File: config.mk
export PLATFORM = sky130hd
export DESIGN_NAME = regfile_read_arbiter
export DESIGN_NICKNAME = d
export VERILOG_FILES = /design/src/rtl/regfile_arb_pkg.sv /design/src/rtl/rr_arbiter.sv /design/src/rtl/regfile_read_arbiter.sv
export SDC_FILE = /design/constraint.sdc
export NUM_CORES = 1
export LEC_CHECK = 0
export BUFFER_PORTS_ARGS = -buffer_cell sky130_fd_sc_hd__buf_2
export CAP_MARGIN = 40
export CORE_AREA = 2 2 93 95
export CTS_BUF_LIST = sky130_fd_sc_hd__clkbuf_16
export CTS_CLUSTER_DIAMETER = 60
export DETAILED_ROUTE_END_ITERATION = 7
export DIE_AREA = 0 0 95 97
export GPL_ROUTABILITY_DRIVEN = 0
export PLACE_DENSITY_LB_ADDON = 0.25
export SLEW_MARGIN = 25
export SYNTH_ARGS = -nofsm -noshare
export SYNTH_HDL_FRONTEND = slang
export SYNTH_SLANG_ARGS = --single-unit
File: constraint.sdc
create_clock -name clk -period 1.9 [get_ports clk]
set_input_delay 0.19 -clock clk [delete_from_list [all_inputs] [get_ports clk]]
set_output_delay 0.19 -clock clk [all_outputs]
set_load 0.02 [all_outputs]
File: src/rtl/regfile_arb_pkg.sv
// Shared constants and types for the register-file read-port arbiter.
package regfile_arb_pkg;

    localparam int REG_ADDR_W = 5;
    localparam int DATA_W     = 64;
    localparam int NUM_REGS   = 32;
    localparam logic [REG_ADDR_W-1:0] ZERO_REG = 5'd31;

    typedef enum logic {
        IDLE = 1'b0,
        RESP = 1'b1
    } arb_state_t;

    typedef logic [DATA_W-1:0] reg_data_t;

endpackage

File: src/rtl/rr_arbiter.sv
// Purely combinational round-robin picker: returns the first asserted
// request at or after ptr_i, wrapping from NUM_REQ-1 back to 0.
module rr_arbiter #(
    parameter int NUM_REQ = 4,
    localparam int IDX_W  = $clog2(NUM_REQ)
) (
    input  logic [NUM_REQ-1:0] req_i,
    input  logic [IDX_W-1:0]   ptr_i,
    output logic [NUM_REQ-1:0] grant_o,
    output logic [IDX_W-1:0]   grant_idx_o,
    output logic               grant_any_o
);

    logic [IDX_W:0]   sum;
    logic [IDX_W-1:0] idx;

    // Scan from the farthest candidate back to ptr_i so the last hit kept
    // is the closest one to the pointer.
    always_comb begin
        sum         = '0;
        idx         = '0;
        grant_idx_o = '0;
        grant_any_o = 1'b0;
        grant_o     = '0;
        for (int k = NUM_REQ - 1; k >= 0; k--) begin
            sum = {1'b0, ptr_i} + (IDX_W + 1)'(k);
            if (sum >= (IDX_W + 1)'(NUM_REQ)) begin
                sum = sum - (IDX_W + 1)'(NUM_REQ);
            end
            idx = sum[IDX_W-1:0];
            if (req_i[idx]) begin
                grant_idx_o = idx;
                grant_any_o = 1'b1;
            end
        end
        for (int i = 0; i < NUM_REQ; i++) begin
            grant_o[i] = grant_any_o && (grant_idx_o == IDX_W'(i));
        end
    end

endmodule

File: src/rtl/regfile_read_arbiter.sv
// Shares the register file's single read port among NUM_REQ requesters.
// Round-robin grant, valid/ready request and response, registered data.
// Optional write-to-read forwarding: define RF_ARB_WR_BYPASS_EN.
//
// Handshake: a request transfers on the edge where req_valid[i] & req_ready[i];
// a response transfers on the edge where resp_valid[i] & resp_ready[i]. Both
// ready signals are combinational; resp_valid/resp_data hold until accepted.
module regfile_read_arbiter
    import regfile_arb_pkg::*;
#(
    parameter int NUM_REQ = 4
) (
    input  logic                               clk,
    input  logic                               reset_n,
    input  logic [NUM_REQ-1:0]                 req_valid,
    input  logic [NUM_REQ-1:0][REG_ADDR_W-1:0] req_addr,
    output logic [NUM_REQ-1:0]                 req_ready,
    output logic [REG_ADDR_W-1:0]              rf_read_reg,
    input  logic [DATA_W-1:0]                  rf_read_data,
    input  logic                               wr_en,
    input  logic [REG_ADDR_W-1:0]              wr_reg,
    input  logic [DATA_W-1:0]                  wr_data,
    output logic [NUM_REQ-1:0]                 resp_valid,
    output logic [DATA_W-1:0]                  resp_data,
    input  logic [NUM_REQ-1:0]                 resp_ready,
    output logic                               busy
);

    localparam int IDX_W = $clog2(NUM_REQ);

    arb_state_t         state_q, state_d;
    logic [IDX_W-1:0]   rr_ptr_q, rr_ptr_d;
    logic [IDX_W-1:0]   owner_q, owner_d;
    logic [NUM_REQ-1:0] resp_valid_q, resp_valid_d;
    logic [DATA_W-1:0]  resp_data_q, resp_data_d;

    logic [NUM_REQ-1:0] grant_oh;
    logic [IDX_W-1:0]   grant_idx;
    logic               grant_any;
    logic               owner_ack;
    logic               grant_ok;
    logic               do_grant;
    logic [DATA_W-1:0]  capture_data;

    rr_arbiter #(.NUM_REQ(NUM_REQ)) u_rr (
        .req_i       (req_valid),
        .ptr_i       (rr_ptr_q),
        .grant_o     (grant_oh),
        .grant_idx_o (grant_idx),
        .grant_any_o (grant_any)
    );

    // A new read may start when idle, or when the pending response is
    // being taken this very cycle (back-to-back reads).
    assign owner_ack = (state_q == RESP) && resp_ready[owner_q];
    assign grant_ok  = (state_q == IDLE) || owner_ack;
    assign do_grant  = reset_n && grant_ok && grant_any;

    assign req_ready   = do_grant ? grant_oh : '0;
    assign rf_read_reg = do_grant ? req_addr[grant_idx] : ZERO_REG;

`ifdef RF_ARB_WR_BYPASS_EN
    // Forward a same-cycle write so the reader never sees stale data.
    assign capture_data = (wr_en && (wr_reg == rf_read_reg) && (wr_reg != ZERO_REG))
                        ? wr_data : rf_read_data;
`else
    logic unused_wr;
    assign unused_wr    = ^{wr_en, wr_reg, wr_data};
    assign capture_data = rf_read_data;
`endif

    // Next-state: retire the accepted response, then let a new grant override.
    always_comb begin
        state_d      = state_q;
        rr_ptr_d     = rr_ptr_q;
        owner_d      = owner_q;
        resp_valid_d = resp_valid_q;
        resp_data_d  = resp_data_q;
        if (owner_ack) begin
            resp_valid_d = '0;
            state_d      = IDLE;
        end
        if (do_grant) begin
            resp_valid_d = grant_oh;
            resp_data_d  = capture_data;
            owner_d      = grant_idx;
            rr_ptr_d     = (grant_idx == IDX_W'(NUM_REQ - 1)) ? '0 : grant_idx + IDX_W'(1);
            state_d      = RESP;
        end
    end

    // State and response registers; reset drops any pending response.
    always_ff @(posedge clk) begin
        if (!reset_n) begin
            state_q      <= IDLE;
            rr_ptr_q     <= '0;
            owner_q      <= '0;
            resp_valid_q <= '0;
            resp_data_q  <= '0;
        end else begin
            state_q      <= state_d;
            rr_ptr_q     <= rr_ptr_d;
            owner_q      <= owner_d;
            resp_valid_q <= resp_valid_d;
            resp_data_q  <= resp_data_d;
        end
    end

    assign resp_valid = resp_valid_q;
    assign resp_data  = resp_data_q;
    assign busy       = (state_q == RESP);

endmodule

==> results of run 1 <==
-- sequential cells by signal, summed over array words and instances (netlist names) --
name	cells
busy	1
owner_q	2
resp_data	64
resp_valid	4
rr_ptr_q	2
-- metrics by stage --
step	utilization	power, µW
floorplan	-	2500
global placement	0.4652	2850
detailed placement	0.4652	2872
CTS	0.5218	4599
global route	0.5441	4894
finish	0.5441	4648
-- path summary, 6_finish.rpt --
kind / depth (start not counted) / endpoint / from / slack [ns]
worst max-delay path: 7 / req_ready[0] / owner_q[0] / -0.14
worst min register to register: 2 / resp_data[22] / resp_data[22] / 0.44
worst min-delay path: 3 / resp_data[10] / rf_read_data[10] / 0.07
worst max register to register: 8 / resp_data[9] / owner_q[0] / 0.07
-- critical path: stages (launching register included) --
cell	delay, ns
sky130_fd_sc_hd__dfxtp_2	0.33
sky130_fd_sc_hd__mux4_2	0.50
sky130_fd_sc_hd__nand2b_4	0.16
sky130_fd_sc_hd__nor2b_4	0.14
sky130_fd_sc_hd__buf_6	0.13
sky130_fd_sc_hd__nand3b_1	0.10
sky130_fd_sc_hd__inv_1	0.06
sky130_fd_sc_hd__buf_6	0.12
-- routing by layer --
metal | up-vias | GRT usage
met1 | 1326 | 0.1831
met2 | 123 | 0.2788
met3 | 8 | 0.05607
met4 | 0 | 0.05574
li1 | 1549 | -
met5 | - | 0
-- timing repair --
item,4_1_cts,5_1_grt
gates cloned,1,3
gates resized for setup,30,20
setup buffers,10,3
pin swaps,5,1
endpoints found under the setup margin,70,41
hold buffers,0,0
-- kinds of logic after synthesis --
kind of cell / count (synthesis) / share of synthesized area
AOI/OAI and AO/OA: 84 / 0.1601
muxes: 8 / 0.03210
DFF: 73 / 0.5067
adders and majority gates: 1 / 0.004338
buffers and inverters: 35 / 0.07071
and+or+nand+nor: 160 / 0.2260
-- report_power, final --
part	internal, µW	switching [µW]	total (µW)	leakage, µW
Combinational	561	718	1280	0.00140
Clock	989	583	1570	0.000136
Sequential	1710	90.0	1800	0.000608
Total	3260	1390	4650	0.00214
-- area by class of cell --
type	count	area share
clock buffer	9	0.05089
clock inverter	5	0.01131
inverter	7	0.007068
multi-input combinational	254	0.2991
sequential	73	0.3311
tap	105	0.02969
timing repair buffer	194	0.2709
-- cells in the final DEF, fill, tap and decap left out, types with 2 or more instances in the layout --
cell,netlist,final
sky130_fd_sc_hd__o2111ai_2,0,4
sky130_fd_sc_hd__nand3b_1,2,2
sky130_fd_sc_hd__nand2_1,134,134
sky130_fd_sc_hd__mux2i_1,7,5
sky130_fd_sc_hd__o21ai_1,54,55
sky130_fd_sc_hd__buf_4,0,14
sky130_fd_sc_hd__dfxtp_1,73,70
sky130_fd_sc_hd__buf_6,8,10
sky130_fd_sc_hd__buf_12,0,4
sky130_fd_sc_hd__o21ai_0,12,11
sky130_fd_sc_hd__nor2b_4,1,2
sky130_fd_sc_hd__nand3_1,10,8
sky130_fd_sc_hd__nand3_2,0,2
sky130_fd_sc_hd__buf_2,5,162
sky130_fd_sc_hd__a21oi_1,6,5
sky130_fd_sc_hd__inv_1,6,7
sky130_fd_sc_hd__nand2b_4,1,2
sky130_fd_sc_hd__clkbuf_16,0,12
sky130_fd_sc_hd__nor2_1,7,6
sky130_fd_sc_hd__dfxtp_2,0,3
==> flow_summary.yaml, run 1 <==
job:
  maxCapViolCount: 0
critical_path:
  timing.critical_path.from_type: "flop"
  worst-setup-path-type: "reg2out"
  arrival_time_reported_for_the_critical_path_endpoint_ns: 1.85
  critical_path_peak_fanout: 6
  cp-end-kind: "output port"
  cp_data_required_time_ns: 1.71
placed_design:
  port_buffers: 171
  worst_setup_slack_before_clock_tree_synthesis_ns: -0.2480
  placed_area_mm2: 0.003784
  place_inst: 616
  dp_hpwl_um: 5278
route:
  wire_per_inst_um: 12.26
  drc: 0
  vias: 3006
  route.met2.wl_um: 3883
  dr.max_layer_used: "met4"
  drt_iter0_drc: 54
  wl_met1_um: 3283
  dr.pass1.iters: 4
  vias_per_cell: 4.646
  final_routed_wirelength_um: 7934
  met3_wirelength_um: 658
  antenna_left: 0
die:
  floorplan.die_area_mm2: 0.009215
  core_mm2: 0.008134
  dieHeight_um: 97
  initial_utilization: 0.3546
  dieWidth_um: 95
  placementRows: 33
  io_pins: 242
logic_synthesis:
  number_of_flops_mapped_to_enable_cells_by_yosys: 0
  post_synth_num_cell_types: 31
  synthDominantAreaCellType: "sky130_fd_sc_hd__dfxtp_1"
  async_reset_ff_frac: 0
  synthesis.area_per_instance_um2: 7.989
  post_synth_inst_count: 361
  ys_dominant_reg_cell: "sky130_fd_sc_hd__dfxtp_1"
  synth.cell_area_mm2: 0.002884
  synth-seq-area-share: 0.5067
  synth_top_cells_by_count: "134 x sky130_fd_sc_hd__nand2_1, 73 x sky130_fd_sc_hd__dfxtp_1, 54 x sky130_fd_sc_hd__o21ai_1"
  synthesis.yosys.warnings: 0
  yosys.area.top_type_share: 0.5067
  post_synth_net_total: 526
  ys_ff_latch: 73
  yosys.cell_count.top_type: "sky130_fd_sc_hd__nand2_1"
  yosys-top-cells-area: "sky130_fd_sc_hd__dfxtp_1 51%, sky130_fd_sc_hd__nand2_1 17%, sky130_fd_sc_hd__o21ai_1 9.4%"
timing:
  final-max-slew-violation-count: 0
  clock-skew-final_ns: 0.005820
  layout_min_cycle_time_ns: 2.041
  post-route-period-util: 1.074
  report.final.hold_viol_count: 0
  grt_setup_unrepaired: "yes"
  hold-worst-slack_ns: 0.06798
  finalSetupTns_ns: -0.9538
  final.setup.worst_slack_ns: -0.1410
  slew_of_the_pin_with_the_lowest_slew_margin_ns: 0.6685
  slew_headroom: 0.5543
  finalSetupViolCount: 9
  max_freq_mhz: 490.0
clocking:
  cts-root-buf: "sky130_fd_sc_hd__clkbuf_16"
  clkTransAtPathRegs_ns: 0.05
  cts-root-to-sink-buffers: 2
  tritoncts_clock_tree: "yes"
  clk-insertion-delay-late_ns: 0.31
  cts_buffers: 9
  numClockSinks: 73
  htree_num_levels: 3
final_layout:
  fin_nets: 704
  sequential_cell_area_mm2: 0.001465
  area.growth.synth_to_final_pct: 53.45
  drive_above_1_share: 0.4225
  finalNonFillerCells: 647
  num-fill-cells: 780
  multiInputGateArea_mm2: 0.001324
  antenna_cells: 0
  final_area_mm2: 0.004425
outcome:
  violations_in_the_final_reports: "negative setup slack"
  result_of_the_run: "finished with violations"
global_route:
  grt-ovfl-total: 0
  antenna_found_initial: 0
  grt_max_degree: 68
  first_global_vias: 2682
  grtUsageTotal: 0.1618
  grt_first_pass_wirelength_um: 12040
hold_path:
  hold_class: "in2reg"
pwr:
  vdd_drop_max_uv: 536.5
  cellLeakagePower_uw: 0.002142
  power_density_mw_per_mm2: 1050
(Power assumes the default switching activity.)
==> inputs of run 2 (changes only) <==
--- a/config.mk
+++ b/config.mk
@@ -5,13 +5,14 @@
 export SDC_FILE = /design/constraint.sdc
 export NUM_CORES = 1
 export LEC_CHECK = 0
+export ABC_AREA = 1
 export BUFFER_PORTS_ARGS = -buffer_cell sky130_fd_sc_hd__buf_2
 export CAP_MARGIN = 40
-export CORE_AREA = 2 2 93 95
+export CORE_AREA = 2 2 95 97
 export CTS_BUF_LIST = sky130_fd_sc_hd__clkbuf_16
 export CTS_CLUSTER_DIAMETER = 60
 export DETAILED_ROUTE_END_ITERATION = 7
-export DIE_AREA = 0 0 95 97
+export DIE_AREA = 0 0 97 99
 export GPL_ROUTABILITY_DRIVEN = 0
 export PLACE_DENSITY_LB_ADDON = 0.25
 export SLEW_MARGIN = 25
==> run 2 against run 1 <==
  * Combinational power grew 130%
  * Power grew 45%
  * Utilization grew 3.1 points
  * Highest routed layer unchanged
  * Fmax shrank 5.2%
  * Synthesized cell count grew 21%
  * The run still ends with negative setup slack left
  * Final area grew 11%
  * Routed wire length grew 14%
  * Die area grew 4.2%
  * First-iteration DRC count grew 140%
==> flow_summary.yaml, run 2 <==
route:
  final_routed_wirelength_um: 9070
  drc: 0
  antenna_left: 0
  vias: 3464
  vias_per_cell: 4.758
  wire_per_inst_um: 12.46
  drt_iter0_drc: 127
  dr.pass1.iters: 4
die:
  placementRows: 34
  initial_utilization: 0.3670
  io_pins: 242
  floorplan.die_area_mm2: 0.009603
  dieWidth_um: 97
  core_mm2: 0.008551
  dieHeight_um: 99
logic_synthesis:
  synthMuxAreaShare: 0
  async_reset_ff_frac: 0
  synthesis.yosys.warnings: 0
  ys_ff_latch: 73
  synth_compound_gate_area_share: 0.02671
  synthesis.area_per_instance_um2: 7.181
  post_synth_num_cell_types: 22
  yosys-top-cells-area: "sky130_fd_sc_hd__dfxtp_1 47%, sky130_fd_sc_hd__nand2_1 20%, sky130_fd_sc_hd__nand3_1 16%"
  post_synth_xor_xnor_area: 0.002791
  post_synth_fa_ha_maj_area_fraction: 0.003987
  number_of_flops_mapped_to_enable_cells_by_yosys: 0
  synthSimpleGateAreaFrac: 0.3947
  yosys.area.top_type_share: 0.4657
  synthDominantAreaCellType: "sky130_fd_sc_hd__dfxtp_1"
  synth-seq-area-share: 0.4657
  post_synth_net_total: 602
  ys_dominant_reg_cell: "sky130_fd_sc_hd__dfxtp_1"
  synth_top_family_by_area: "simple AND/OR/NAND/NOR gates"
  synth.cell_area_mm2: 0.003138
  post_synth_inst_count: 437
  yosys.cell_count.top_type: "sky130_fd_sc_hd__nand2_1"
  synth_top_cells_by_count: "168 x sky130_fd_sc_hd__nand2_1, 100 x sky130_fd_sc_hd__nand3_1, 73 x sky130_fd_sc_hd__dfxtp_1"
timing:
  post-route-period-util: 1.133
  final-max-slew-violation-count: 0
  finalSetupTns_ns: -1.681
  report.final.hold_viol_count: 0
  grt_setup_unrepaired: "yes"
  finalSetupViolCount: 9
  layout_min_cycle_time_ns: 2.152
  slew_headroom: 0.6924
  slew_of_the_pin_with_the_lowest_slew_margin_ns: 0.4614
  clock-skew-final_ns: 0.005852
  final.setup.worst_slack_ns: -0.2520
  max_freq_mhz: 464.7
global_route:
  use_met3: 0.05745
  grt_max_degree: 74
  first_global_vias: 3220
  grt_first_pass_wirelength_um: 14010
  antenna_found_initial: 0
  grtUsageTotal: 0.1742
  busiest_layer: "met2"
  use_met1: 0.2012
  grt-ovfl-total: 0
  use_met2: 0.3061
pwr:
  cellLeakagePower_uw: 0.002718
  vdd_drop_max_uv: 617.6
  power_density_mw_per_mm2: 1375
  overall_power_uw: 6755
placed_design:
  placed_area_mm2: 0.004064
  port_buffers: 171
  dp_hpwl_um: 5844
  place_inst: 700
critical_path:
  timing.critical_path.from_type: "flop"
  worst-setup-path-type: "reg2out"
  worst_r2r_startpoint: "rr_ptr_q[0]"
  reg2regPathDepth: 12
  arrival_time_reported_for_the_critical_path_endpoint_ns: 1.96
  regToRegSetupSlack_ns: 0.13
  worstReg2RegEnd: "resp_data[13]"
  cp-end-kind: "output port"
  critical_path_peak_fanout: 7
  worstSetupStartpoint: "rr_ptr_q[0]"
  setup.worst_path.end: "rf_read_reg[4]"
  cp_data_required_time_ns: 1.71
clocking:
  clk-insertion-delay-late_ns: 0.32
  htree_num_levels: 3
  cts-root-to-sink-buffers: 2
  tritoncts_clock_tree: "yes"
  hold_buffers: 0
  cts_buffers: 9
  numClockSinks: 73
  clkTransAtPathRegs_ns: 0.06
  cts-root-buf: "sky130_fd_sc_hd__clkbuf_16"
final_layout:
  area.growth.synth_to_final_pct: 56.58
  largest_register_ffs: 64
  fin_nets: 780
  finalNonFillerCells: 728
  final_area_mm2: 0.004913
  antenna_cells: 0
  drive_above_1_share: 0.4565
  layout_commonest_cell: "sky130_fd_sc_hd__buf_2"
  num-fill-cells: 792
  most_used_cells_in_the_layout_excluding_fill_and_tap_cells: "162 x sky130_fd_sc_hd__buf_2, 152 x sky130_fd_sc_hd__nand2_1, 71 x sky130_fd_sc_hd__nand3_1, 71 x sky130_fd_sc_hd__dfxtp_1, 30 x sky130_fd_sc_hd__inv_1"
outcome:
  result_of_the_run: "finished with violations"
  violations_in_the_final_reports: "negative setup slack"
hold_path:
  hold_class: "in2reg"
job:
  maxCapViolCount: 0
-- run 2: cell types whose count changed in the layout (fill, tap and decap cells not counted), moves of 18 or more --
cell | before | now
sky130_fd_sc_hd__nand3_2 | 2 | 29
sky130_fd_sc_hd__o21ai_1 | 55 | 0
sky130_fd_sc_hd__nand3_1 | 8 | 71
sky130_fd_sc_hd__inv_1 | 7 | 30
sky130_fd_sc_hd__nand2_1 | 134 | 152
sky130_fd_sc_hd__nand2_2 | 0 | 18
-- run 2: worst max-delay path: stages, from the launching register on --
cell and delay (ns):
sky130_fd_sc_hd__dfxtp_4 0.36, sky130_fd_sc_hd__clkbuf_16 0.17, sky130_fd_sc_hd__o21ai_4 0.16, sky130_fd_sc_hd__nor2_2 0.06
sky130_fd_sc_hd__nor2_2 0.15, sky130_fd_sc_hd__nand3_4 0.17, sky130_fd_sc_hd__nand2_4 0.18, sky130_fd_sc_hd__nand2_1 0.08
sky130_fd_sc_hd__nand3_2 0.09, sky130_fd_sc_hd__nand3_2 0.08, sky130_fd_sc_hd__buf_6 0.14
-- run 2: layout make-up --
type | instances | area, µm² | area share
inverter | 36 | 135.1 | 0.02750
clock inverter | 7 | 95.09 | 0.01935
clock buffer | 9 | 225.2 | 0.04584
multi-input combinational | 301 | 1664 | 0.3387
tap | 108 | 135.1 | 0.02750
timing repair buffer | 194 | 1192 | 0.2427
sequential | 73 | 1466 | 0.2984
-- run 2: layer usage --
metal	routed length [µm]	vias to the layer above
met3	686	18
met4	200	0
met5	0	-
met1	3687	1571
met2	4496	139
li1	-	1736
-- run 2: power breakdown --
group / switching, µW / internal [µW] / total, µW
clock network: 641 / 1150 / 1790
logic: 1780 / 1220 / 3000
registers: 150 / 1820 / 1970
-- run 2: kinds of logic after synthesis --
| family | count (synthesis) |
|---|---|
| buffers and inverters | 64 |
| xor gates and xnor gates | 1 |
| DFF | 73 |
| adders and majority gates | 1 |
| AOI/OAI and AO/OA | 14 |
| and+or+nand+nor | 284 |
-- run 2: per-stage QoR --
stage               hold WS [ns]  setup slack (ns)    util
floorplan                 0.3005           0.09487       -
global placement          0.3834           0.05471  0.4753
detailed placement        0.3867          0.002452  0.4753
CTS                      0.04346           -0.2266  0.5215
global route             0.05046           -0.3311  0.5746
finish                   0.05343           -0.2520  0.5746
-- run 2: worst min path at each step --
stage / startpoint / to / cells past startpoint
after floorplan: rf_read_data[10] / resp_data[10] / 2
after global placement: rf_read_data[17] / resp_data[17] / 3
after detailed placement: rf_read_data[2] / resp_data[2] / 3
after CTS: rf_read_data[30] / resp_data[30] / 3
after global routing: rf_read_data[54] / resp_data[54] / 3
final: rf_read_data[30] / resp_data[30] / 3
-- run 2: what timing repair did --
item	CTS	global route
cloned	2	2
pin swaps	2	40
gates resized for setup	22	78
buffers inserted	0	9
endpoints found under the setup margin	9	13
==> inputs of run 3 (changes only) <==
--- a/config.mk
+++ b/config.mk
@@ -5,14 +5,12 @@
 export SDC_FILE = /design/constraint.sdc
 export NUM_CORES = 1
 export LEC_CHECK = 0
-export ABC_AREA = 1
 export BUFFER_PORTS_ARGS = -buffer_cell sky130_fd_sc_hd__buf_2
 export CAP_MARGIN = 40
-export CORE_AREA = 2 2 95 97
-export CTS_BUF_LIST = sky130_fd_sc_hd__clkbuf_16
+export CORE_AREA = 2 2 93 95
 export CTS_CLUSTER_DIAMETER = 60
 export DETAILED_ROUTE_END_ITERATION = 7
-export DIE_AREA = 0 0 97 99
+export DIE_AREA = 0 0 95 97
 export GPL_ROUTABILITY_DRIVEN = 0
 export PLACE_DENSITY_LB_ADDON = 0.25
 export SLEW_MARGIN = 25
==> run 3 against run 2 <==
  * The run still ends with negative setup slack left
  * Sequential power shrank 9%
  * Routed wire length shrank 9.9%
  * Clock power shrank 35%
  * Critical path depth shrank 3
  * Global-route usage shrank 0.75 points
  * Cell count shrank 11%
  * Worst setup slack gained 0.086 ns
  * Final area shrank 11%
  * Worst hold slack lost 0.0056 ns
  * Register-to-register slack lost 0.09 ns
  * Via count shrank 12%
  * Clock skew grew 0.0028 ns
  * Critical path type unchanged
==> flow_summary.yaml, run 3 (synthesized netlist as in run 1, its figures left out) <==
critical_path:
  cp_data_required_time_ns: 1.71
  cp-end-kind: "output port"
  worst_r2r_startpoint: "owner_q[0]"
  worstSetupStartpoint: "owner_q[0]"
  critical_path_peak_fanout: 6
  timing.critical_path.from_type: "flop"
  arrival_time_reported_for_the_critical_path_endpoint_ns: 1.88
  worst-setup-path-type: "reg2out"
die:
  placementRows: 33
  dieHeight_um: 97
  dieWidth_um: 95
  initial_utilization: 0.3546
  floorplan.die_area_mm2: 0.009215
  core_mm2: 0.008134
  io_pins: 242
outcome:
  result_of_the_run: "finished with violations"
  violations_in_the_final_reports: "negative setup slack"
global_route:
  grtUsageTotal: 0.1667
  antenna_found_initial: 0
  grt-ovfl-total: 0
  grt_max_degree: 68
  grt_first_pass_wirelength_um: 12280
  first_global_vias: 2701
clocking:
  clkTransAtPathRegs_ns: 0.08
  tritoncts_clock_tree: "yes"
  clk-insertion-delay-late_ns: 0.34
  cts-root-to-sink-buffers: 2
  numClockSinks: 73
  cts_buffers: 9
  htree_num_levels: 3
  cts-root-buf: "sky130_fd_sc_hd__clkbuf_8"
final_layout:
  most_used_cells_in_the_layout_excluding_fill_and_tap_cells: "162 x sky130_fd_sc_hd__buf_2, 133 x sky130_fd_sc_hd__nand2_1, 70 x sky130_fd_sc_hd__dfxtp_1"
  multiInputGateArea_mm2: 0.001326
  antenna_cells: 0
  num-fill-cells: 793
  final_area_mm2: 0.004395
  area.growth.synth_to_final_pct: 52.41
  fin_nets: 707
  layout_commonest_cell: "sky130_fd_sc_hd__buf_2"
  largest_register_ffs: 64
  finalNonFillerCells: 650
  sequential_cell_area_mm2: 0.001465
  drive_above_1_share: 0.4294
hold_path:
  hold_class: "in2reg"
  worstHoldStart: "rf_read_data[42]"
timing:
  final.setup.worst_slack_ns: -0.1658
  max_freq_mhz: 484.1
  grt_setup_unrepaired: "yes"
  final-max-slew-violation-count: 0
  layout_min_cycle_time_ns: 2.066
  report.final.hold_viol_count: 0
  finalSetupViolCount: 9
  post-route-period-util: 1.087
  slew_headroom: 0.5480
  slew_of_the_pin_with_the_lowest_slew_margin_ns: 0.6781
  clock-skew-final_ns: 0.008666
job:
  maxCapViolCount: 0
pwr:
  power_switching_share: 0.3179
  p_int_uw: 2916
  p_switching_uw: 1359
  power.share.combinational: 0.306
  p_clk_frac: 0.274
  vdd_drop_max_uv: 417.1
  cellLeakagePower_uw: 0.002126
  power_density_mw_per_mm2: 972.4
  power_frac_seq: 0.420
route:
  drc: 0
  drt_iter0_drc: 66
  vias: 3036
  antenna_left: 0
  vias_per_cell: 4.671
  final_routed_wirelength_um: 8175
  wire_per_inst_um: 12.58
  dr.pass1.iters: 4
placed_design:
  dp_hpwl_um: 5278
  placed_area_mm2: 0.003784
  worst_setup_slack_before_clock_tree_synthesis_ns: -0.2480
  place_inst: 616
  port_buffers: 171
[run 3: changes by cell type in the layout (fill, tap and decap cells not counted), sizes merged, moves of 5 or more]
cell     previous run  this run
inv                36         6
nand3             103        10
o2111ai             0         5
nand2             174       134
mux2i               0         7
o21ai               5        66
[run 3: what timing repair did]
item,in CTS,in global routing
endpoints found under the hold margin,0,0
cloned,2,3
pin swaps,5,1
hold buffers,0,0
gates resized for setup,34,21
buffers inserted,11,5
endpoints found under the setup margin,70,27
[run 3: critical path: stages, from the launching register on]
cell and delay (ns):
sky130_fd_sc_hd__dfxtp_2 0.34, sky130_fd_sc_hd__mux4_2 0.50, sky130_fd_sc_hd__nand2b_4 0.16, sky130_fd_sc_hd__nor2b_4 0.14, sky130_fd_sc_hd__buf_6 0.13, sky130_fd_sc_hd__nand3b_1 0.09
sky130_fd_sc_hd__inv_1 0.06, sky130_fd_sc_hd__buf_6 0.12
[run 3: stage by stage]
step	power, µW	hold slack [ns]	util	TNS [ns]
2_1_floorplan	2500	0.2986	-	0
3_3_place_gp	2850	0.3827	0.4652	-6.058
3_5_place_dp	2872	0.3924	0.4652	-8.814
4_1_cts	4210	0.02533	0.5165	-1.471
5_1_grt	4521	0.03540	0.5404	-1.924
6_report	4274	0.04786	0.5404	-1.173
[run 3: final timing paths]
check,endpoint,slack [ns],cells past startpoint
hold / removal,resp_data[42],0.05,3
hold reg to reg,resp_data[8],0.44,2
setup reg to reg,owner_q[1],0.04,8
setup / recovery,req_ready[0],-0.17,7
[run 3: area by class of cell]
class | instances | share of cell area
sequential | 73 | 0.3333
timing repair buffer | 197 | 0.2861
inverter | 7 | 0.007116
clock buffer | 11 | 0.03217
tap | 105 | 0.02989
multi-input combinational | 254 | 0.3017
clock inverter | 3 | 0.009678
[run 3: power groups by stage]
stage	clock (µW)	sequential, µW	combinational (µW)
floorplan	0	2010	487
global placement	0	1820	1030
detailed placement	0	1820	1050
CTS	1210	1790	1200
global route	1280	1820	1420
finish	1170	1800	1310
[run 3: layer usage]
layer,GRT usage,up-vias,routed length [µm]
met5,0,-,0
met4,0.07692,0,153
met3,0.05062,12,613
met2,0.2799,117,3997
met1,0.1911,1351,3411
li1,-,1556,-
